==> src/rtl/mux_rr_arbiter_if.sv <==
// Handshake bundle between four requesting sources and the round-robin arbiter.
//   req[3:0]     per-source request
//   last[3:0]    per-source last-beat flag
//   accept       downstream takes the current beat
//   select[1:0]  mux select, index of the granted source
//   grant[3:0]   one-hot grant, zero when idle
//   grant_valid  select/grant meaningful this cycle
//   timeout_evt  one-cycle pulse on a beat-limit release
// master: source/consumer side, slave: arbiter side.
interface mux_rr_arbiter_if;
  logic [3:0] req;
  logic [3:0] last;
  logic       accept;
  logic [1:0] select;
  logic [3:0] grant;
  logic       grant_valid;
  logic       timeout_evt;

  modport master (
    output req, last, accept,
    input  select, grant, grant_valid, timeout_evt
  );

  modport slave (
    input  req, last, accept,
    output select, grant, grant_valid, timeout_evt
  );
endinterface

==> src/rtl/mux_rr_arbiter.sv <==
// Round-robin arbiter for the 4:1 mux datapath. Holds a granted source for a
// whole burst, released by last, request withdrawal or the beat-limit watchdog.
//   clk    system clock
//   rst_n  asynchronous active-low reset
//   arb    arbiter side of mux_rr_arbiter_if (req/last/accept in,
//          select/grant/grant_valid/timeout_evt out, all registered)
//
// state | meaning
// IDLE  | no grant; select keeps its last value; one cycle bubble after release
// GRANT | source 'select' owns the mux until last, drop or beat limit
module mux_rr_arbiter #(
  parameter  int MAX_BEATS = 8,
  localparam int CNT_W     = $clog2(MAX_BEATS + 1)
) (
  input logic            clk,
  input logic            rst_n,
  mux_rr_arbiter_if.slave arb
);

  typedef enum logic {IDLE = 1'b0, GRANT = 1'b1} state_t;

  localparam logic [CNT_W-1:0] CNT_LIMIT = CNT_W'(MAX_BEATS - 1);

  state_t           state_q, state_d;
  logic [1:0]       sel_q, sel_d;
  logic [1:0]       ptr_q, ptr_d;
  logic [CNT_W-1:0] cnt_q, cnt_d;
  logic [3:0]       grant_q, grant_d;
  logic             gv_q, gv_d;
  logic             tevt_q, tevt_d;

  logic [1:0]       win_idx;
  logic [1:0]       cand;
  logic             win_found;
  logic             xfer;
  logic             release_now;

  assign xfer = arb.accept & arb.req[sel_q];

  // First requesting source scanning from ptr with mod-4 wrap.
  always_comb begin
    win_found = 1'b0;
    win_idx   = ptr_q;
    cand      = '0;
    for (int i = 0; i < 4; i++) begin
      cand = ptr_q + 2'(i);
      if (!win_found && arb.req[cand]) begin
        win_found = 1'b1;
        win_idx   = cand;
      end
    end
  end

  always_comb begin
    state_d     = state_q;
    sel_d       = sel_q;
    ptr_d       = ptr_q;
    cnt_d       = cnt_q;
    grant_d     = grant_q;
    gv_d        = gv_q;
    tevt_d      = 1'b0;
    release_now = 1'b0;
    case (state_q)
      IDLE: begin
        gv_d    = 1'b0;
        grant_d = '0;
        if (win_found) begin
          state_d = GRANT;
          sel_d   = win_idx;
          cnt_d   = '0;
          gv_d    = 1'b1;
          grant_d = 4'(1) << win_idx;
        end
      end
      GRANT: begin
        // last wins over the limit when both land on the same beat
        if (xfer && arb.last[sel_q]) begin
          release_now = 1'b1;
        end else if (xfer && (cnt_q == CNT_LIMIT)) begin
          release_now = 1'b1;
          tevt_d      = 1'b1;
        end else if (!arb.req[sel_q]) begin
          release_now = 1'b1;
        end else if (xfer) begin
          cnt_d = cnt_q + CNT_W'(1);
        end
        if (release_now) begin
          state_d = IDLE;
          ptr_d   = sel_q + 2'd1;
          cnt_d   = '0;
          gv_d    = 1'b0;
          grant_d = '0;
        end
      end
      default: begin
        state_d = IDLE;
        gv_d    = 1'b0;
        grant_d = '0;
      end
    endcase
  end

  always_ff @(posedge clk or negedge rst_n) begin
    if (!rst_n) begin
      state_q <= IDLE;
      sel_q   <= '0;
      ptr_q   <= '0;
      cnt_q   <= '0;
      grant_q <= '0;
      gv_q    <= 1'b0;
      tevt_q  <= 1'b0;
    end else begin
      state_q <= state_d;
      sel_q   <= sel_d;
      ptr_q   <= ptr_d;
      cnt_q   <= cnt_d;
      grant_q <= grant_d;
      gv_q    <= gv_d;
      tevt_q  <= tevt_d;
    end
  end

  assign arb.select      = sel_q;
  assign arb.grant       = grant_q;
  assign arb.grant_valid = gv_q;
  assign arb.timeout_evt = tevt_q;

endmodule
==> src/flat_wrapper.sv <==
// flat-port wrapper written by rule: the top's interface ports become plain ports
module mux_rr_arbiter_flat 
#(
  parameter  int MAX_BEATS = 8,
  localparam int CNT_W     = $clog2(MAX_BEATS + 1)
)
  (clk, rst_n, arb_req, arb_last, arb_accept, arb_select, arb_grant, arb_grant_valid, arb_timeout_evt);
  mux_rr_arbiter_if arb_i ();
  input logic clk;
  input logic rst_n;
  input wire logic [$bits(arb_i.req)-1:0] arb_req;
  input wire logic [$bits(arb_i.last)-1:0] arb_last;
  input wire logic [$bits(arb_i.accept)-1:0] arb_accept;
  output wire logic [$bits(arb_i.select)-1:0] arb_select;
  output wire logic [$bits(arb_i.grant)-1:0] arb_grant;
  output wire logic [$bits(arb_i.grant_valid)-1:0] arb_grant_valid;
  output wire logic [$bits(arb_i.timeout_evt)-1:0] arb_timeout_evt;
  assign arb_i.req = arb_req;
  assign arb_i.last = arb_last;
  assign arb_i.accept = arb_accept;
  assign arb_select = arb_i.select;
  assign arb_grant = arb_i.grant;
  assign arb_grant_valid = arb_i.grant_valid;
  assign arb_timeout_evt = arb_i.timeout_evt;
  mux_rr_arbiter #(.MAX_BEATS(MAX_BEATS)) u_core (.clk(clk), .rst_n(rst_n), .arb(arb_i));
endmodule
==> config.mk <==
export PLATFORM = sky130hd
export DESIGN_NAME = mux_rr_arbiter_flat
export DESIGN_NICKNAME = d
export VERILOG_FILES = /design/src/rtl/mux_rr_arbiter_if.sv /design/src/rtl/mux_rr_arbiter.sv /design/src/flat_wrapper.sv
export SDC_FILE = /design/constraint.sdc
export NUM_CORES = 1
export LEC_CHECK = 0
export ABC_AREA = 1
export CORE_MARGIN = 3
export CORE_UTILIZATION = 25
export CTS_BUF_LIST = sky130_fd_sc_hd__clkbuf_8
export DETAILED_ROUTE_END_ITERATION = 7
export HOLD_SLACK_MARGIN = 0.05
export SLEW_MARGIN = 20
export SYNTH_ARGS = -nofsm -noshare
export SYNTH_HDL_FRONTEND = slang
export SYNTH_SLANG_ARGS = --single-unit
==> constraint.sdc <==
create_clock -name clk -period 3.65 [get_ports clk]
set_clock_uncertainty 0.2 [all_clocks]
set_input_delay 0.73 -clock clk [delete_from_list [all_inputs] [get_ports clk]]
set_output_delay 0.73 -clock clk [all_outputs]
set_load 0.02 [all_outputs]
After elaboration in Yosys (flattened, before gate mapping)
Cells that the tools add are included.
- word-level logic and storage cells: 79
- flip-flop bits (word level): 15
- input port bits: 11
- shift operators: 1
- muxes and demuxes: 41
- add/sub/neg operators: 5
- bitwise operators: 2
- reductions and logical operators: 11
- $lt $le $gt $ge: 5
- equal/unequal tests: 7
- operator list (kind ; number):
    4-bit 2-to-1 mux ; 8
    1-bit 2-to-1 mux ; 20
    4-bit case mux with 2 select lines ; 2
    2-bit by 3-bit less-than comparator with 1-bit output, second input constant ; 5
    1-bit binary-select mux with 2-bit select ; 6
    3-bit inequality test, second input constant ; 4
    2-bit 2-to-1 mux ; 3
    1-bit logical AND ; 5
    5-bit AND reduction ; 1
    2-bit by 1-bit adder with 2-bit output, second input constant ; 2
    2-bit adder, second input constant ; 2
    4-bit by 1-bit adder with 4-bit output, second input constant ; 1
    4-bit by 3-bit == test with 1-bit output, second input constant ; 1
    1-bit case mux with 2 select lines ; 2
    2-bit AND reduction ; 2
    1-bit by 2-bit left shift with 4-bit output, first input constant ; 1
    1-bit logical NOT ; 3
    2-bit by 1-bit inequality test with 1-bit output, second input constant ; 1
    2-bit inequality test, second input constant ; 1
    1-bit bitwise AND ; 1
    1-bit inverter ; 1

Logic depth before layout (Yosys ltp)
- depth in word-level cells: 15
- mapped depth: 14
- depth with buffers taken out: 13

Worst setup path after synthesis
Ideal clock, no wire load.
- kind: in2reg
- start point: input arb_req[0]
- end point: register u_core.cnt_q[0]
- arrival: 1574 ps
- stages: 10
- path buffers: 0
- path slack: 1800 ps
- cells stage by stage: inv_1 -> o21ai_0 -> nand2_1 -> inv_1 -> nand3_1 -> inv_1 -> nand2_1 -> nand2_2 -> nand2_1 -> o21ai_1
- word-level cells in the longest chain between the ends: 14
- elaborated cells on any way between the ends: 35
- classes of those cells: eq/ne (5); mux (20); bitwise (1); reduce/logical (9)
- RTL lines (element ; RTL line ; RTL):
    start, declared ; flat_wrapper.sv:11 ; input wire logic [$bits(arb_i.req)-1:0] arb_req;
    1-bit binary-select mux with 2-bit select ; mux_rr_arbiter.sv:47 ; if (!win_found && arb.req[cand]) begin
    1-bit 2-to-1 mux (not written as such) ; mux_rr_arbiter.sv:47 ;
    1-bit 2-to-1 mux ; mux_rr_arbiter.sv:47 ;
    1-bit logical NOT ; mux_rr_arbiter.sv:47 ;
    1-bit logical AND ; mux_rr_arbiter.sv:47 ;
    1-bit 2-to-1 mux ; mux_rr_arbiter.sv:47 ;
    1-bit logical NOT ; mux_rr_arbiter.sv:47 ;
    1-bit logical AND ; mux_rr_arbiter.sv:47 ;
    1-bit 2-to-1 mux ; mux_rr_arbiter.sv:47 ;
    1-bit logical NOT ; mux_rr_arbiter.sv:47 ;
    1-bit logical AND ; mux_rr_arbiter.sv:47 ;
    1-bit 2-to-1 mux ; mux_rr_arbiter.sv:47 ;
    2-bit by 1-bit inequality test with 1-bit output (no line) ; -- ;
    5-bit AND reduction (no line) ; -- ;
    end signal, assigned ; mux_rr_arbiter.sv:116 ; cnt_q <= cnt_d;
    end, declared ; mux_rr_arbiter.sv:27 ; logic [CNT_W-1:0] cnt_q, cnt_d;
Parallel ways exist; a longest one is shown, timed or not. The select of a mux whose other input is x is not followed.
A chain may end at the register's enable or synchronous reset.

Worst setup path in the final report
- start point: register u_core.sel_q[0] (netlist: u_core.arb.select[0])
- end point: output arb_select[0]
- RTL lines (element ; RTL line ; RTL):
    start, declared ; mux_rr_arbiter.sv:25 ; logic [1:0] sel_q, sel_d;
    start signal, assigned ; mux_rr_arbiter.sv:114 ; sel_q <= sel_d;
    end, declared ; flat_wrapper.sv:14 ; output wire logic [$bits(arb_i.select)-1:0] arb_select;
No word-level cell between the ends.

==> metrics.md <==
| Metric | Value |
|---|---|
| Status | finished clean |
| Area grow syn2layout | 21.7% |
| Final Hold Fails | 0 |
| Cell row count | 24 |
| Top post-synthesis cells by area | dfrtp_1 32%, nand2_1 25%, nand3_1 6.0% |
| DRC Markers | 0 |
| Share of post-route cells with drive strength above 1 | 19.1% |
| Vias in the first global route | 976 |
| DRT Wirelength | 2680 um |
| CTS root buffer | clkbuf_8 |
| Number of diodes | 0 |
| Worst setup SP type | flip-flop |
| Num CTS Buffers | 3 |
| Syn Area/Cell | 6.88 um2 |
| Vias per cell | 4.42 |
| Data required, critical path | 2.72 ns |
| Tcrit/Tclk final | 66.4% |
| Post-CTS Resized | 0 |
| Core area | 4440 um2 |
| Total grt overflow | 0 |
| Initial antenna violation count | 0 |
| Worst path bufs/invs | 1 |
| Final setup viols | 0 |
| Clock-pin slew on the worst setup and hold paths | 0.07 ns |
| H-tree Lvls | 1 |
| Unrepaired setup endpoints after global routing | no |
| Synth area leader | dfrtp_1 |
| Final min period | 2.42 ns |
| YS warnings | 0 |
| Critical-path maximum fanout | 10 |
| Util after Layout | 32.0% |
| Share of the synthesized area in the top cell type | 32.1% |
| Routed vias | 1,061 |
| # Post-CTS Setup Buffers | 0 |
| Peak VDD IR | 220 uV |
| Async SR Flop Fraction | 100% |
| Die W | 74.4 um |
| CTS max path bufs | 2 |
| CP Capture Type | output port |
| Max Slew Vio Count | 0 |
| Maximum number of pins on one net before global-route repair | 16 |
| Synthesized area | 1170 um2 |
| Area post-placement | 1380 um2 |
| CTS Hold Buffers Added | 0 |
| Slowest-stage cell, CP | clkdlybuf4s50_1 |
| CP Cell Sequence | clkdlybuf4s50_1 |
| Total track usage | 10.9% |
| Routed Antenna Nets | 0 |
| Nets@finish | 201 |
| Top FF cell, synth | dfrtp_1 |
| Critical path class | reg -> out |
| CP Depth | 1 |
| Global placement routability congestion | 0.854 |
| Mapped Cells | 170 |
| Synth cell types | 26 |
| Leakage | 0.000745 uW |
| Clk_lat worst skew | 0.25 ns |
| Hold path cells | 2 |
| #FFs+latches synth | 15 |
| Number of synthesized flops with an enable pin | 0 |
| Sequential area share after synthesis | 32.1% |
| Reg2reg path depth | 11 |
| CTS tree | done |
| Die footprint | 5540 um2 |
| First-pass GRT wire length | 4630 um |
| Drt initial violations | 53 |
| Routed WL per cell | 11.2 um |
| Pre-antenna DRT Iters | 4 |
| Max Fclk | 0.413 GHz |
| Pwr Density | 872 nW/um2 |
| IO Pins | 19 |
| MaxCap Viol Count | 0 |
| Final cell count without fillers | 240 |
| Initial Util | 26.3% |
| Cell total after placement | 236 |
| Mapped Nets | 182 |
| Slew margin rel. | 55.2% |
| I/O Buffers | 18 |
| Critical Path Max Stage Delay | 0.68 ns |
| Final instance area | 1420 um2 |
| DP HPWL | 2150 um |
| Sink Count | 15 |
| Die Span Y | 74.4 um |
| Setup tns final | 0 ns |
| CP top delay family | buffers and inverters |
| CP arrival | 1.49 ns |
| Hold Crit Class | reg -> reg |
| Slew @ Worst Pin | 0.671 ns |
[power breakdown]
part	switching, uW	internal (uW)
clock	66.0	75.8
sequential	83.1	218
combinational	515	283
[cells in the mapped netlist (2+ instances only)]
cell     count
inv_2        6
buf_4        2
buf_6        2
nand3_1     14
o21ai_1      2
a21oi_1      3
nor2_1       2
inv_1       12
nand2_2     11
nand3_2      5
dfrtp_1     15
nand2_1     77
o21ai_0      4
nand2_4      3
[area by class of cell]
type	count	area [um2]
tap	52	65.1
fill	504	3020
inverter	18	67.6
sequential	15	375
clock inverter	1	5.00
timing repair buffer	18	180
multi-input combinational	133	689
clock buffer	3	41.3
[flip-flops by register name, indices dropped and copies added (netlist names)]
| name | count |
|---|---|
| u_core.arb.grant | 4 |
| u_core.cnt_q | 4 |
| u_core.arb.select | 2 |
| u_core.ptr_q | 2 |
| u_core.arb.grant_valid | 1 |
| u_core.arb.timeout_evt | 1 |
| u_core.state_q | 1 |
[stage by stage]
step                      hold slack [ns]  power, uW  worst slack [ns]
after floorplan                     0.234        947              1.80
after global placement              0.264       1100              1.02
after detailed placement            0.266       1110              1.04
after CTS                           0.283       1250              1.22
after global routing                0.290       1370              1.08
final                               0.278       1240              1.23
[logic make-up (layout without fill, tap and decap cells)]
logic type                 after synthesis  in the layout  share of synthesized area, %
adders and majority gates                1              1                          1.07
buffers and inverters                   22             40                          8.98
xor gates and xnor gates                 2              2                          1.50
AOI/OAI and AO/OA                       13             13                          7.49
DFF                                     15             15                          32.1
and+or+nand+nor                        117            117                          48.9
[layout by cell type (no fill, tap or decap)]
| cell | n |
|---|---|
| nand2_1 | 77 |
| clkdlybuf4s50_1 | 18 |
| dfrtp_1 | 15 |
| nand3_1 | 14 |
| inv_1 | 12 |
| nand2_2 | 11 |
| inv_2 | 6 |
| nand3_2 | 5 |
| o21ai_0 | 4 |
| nand2_4 | 3 |
| a21oi_1 | 3 |
| clkbuf_8 | 3 |
| nor2_1 | 2 |
| o21ai_1 | 2 |
| nor2_8 | 1 |
| o21ai_4 | 1 |
| nand3b_1 | 1 |
| a2111oi_0 | 1 |
| nand4_2 | 1 |
| nor2_2 | 1 |
| a21oi_2 | 1 |
| o21ai_2 | 1 |
| xnor2_1 | 1 |
| xor2_1 | 1 |
| or2_2 | 1 |
| ha_1 | 1 |
| clkinv_2 | 1 |
[routing by layer]
layer | global-route usage, % | share of wire [%] | vias up
li1 | - | - | 565
met1 | 15.0 | 47 | 478
met2 | 16.8 | 48 | 14
met3 | 2.70 | 3.7 | 4
met4 | 3.75 | 1.2 | 0
met5 | 0 | 0 | -
[path summary, 6_finish.rpt]
check / end / slack (ns) / from
min in group asynchronous: u_core.cnt_q[2] / 0.68 / rst_n
setup reg to reg: u_core.arb.select[1] / 1.48 / u_core.ptr_q[0]
setup / recovery: arb_select[0] / 1.23 / u_core.arb.select[0]
max in group asynchronous: u_core.arb.grant[3] / 2.14 / rst_n
hold reg to reg: u_core.arb.grant_valid / 0.28 / u_core.arb.grant_valid
hold / removal: u_core.arb.grant_valid / 0.28 / u_core.arb.grant_valid
[worst reg2reg max path: stages (launching register included)]
cell,delay (ns)
dfrtp_1,0.64
inv_2,0.24
nand2_1,0.13
nand2_2,0.11
nand2_2,0.10
nand2_4,0.08
nor2_8,0.11
nand3_2,0.09
nand2_2,0.15
inv_1,0.08
nand2_1,0.08
nand2_1,0.05
(Power assumes the default switching activity.)
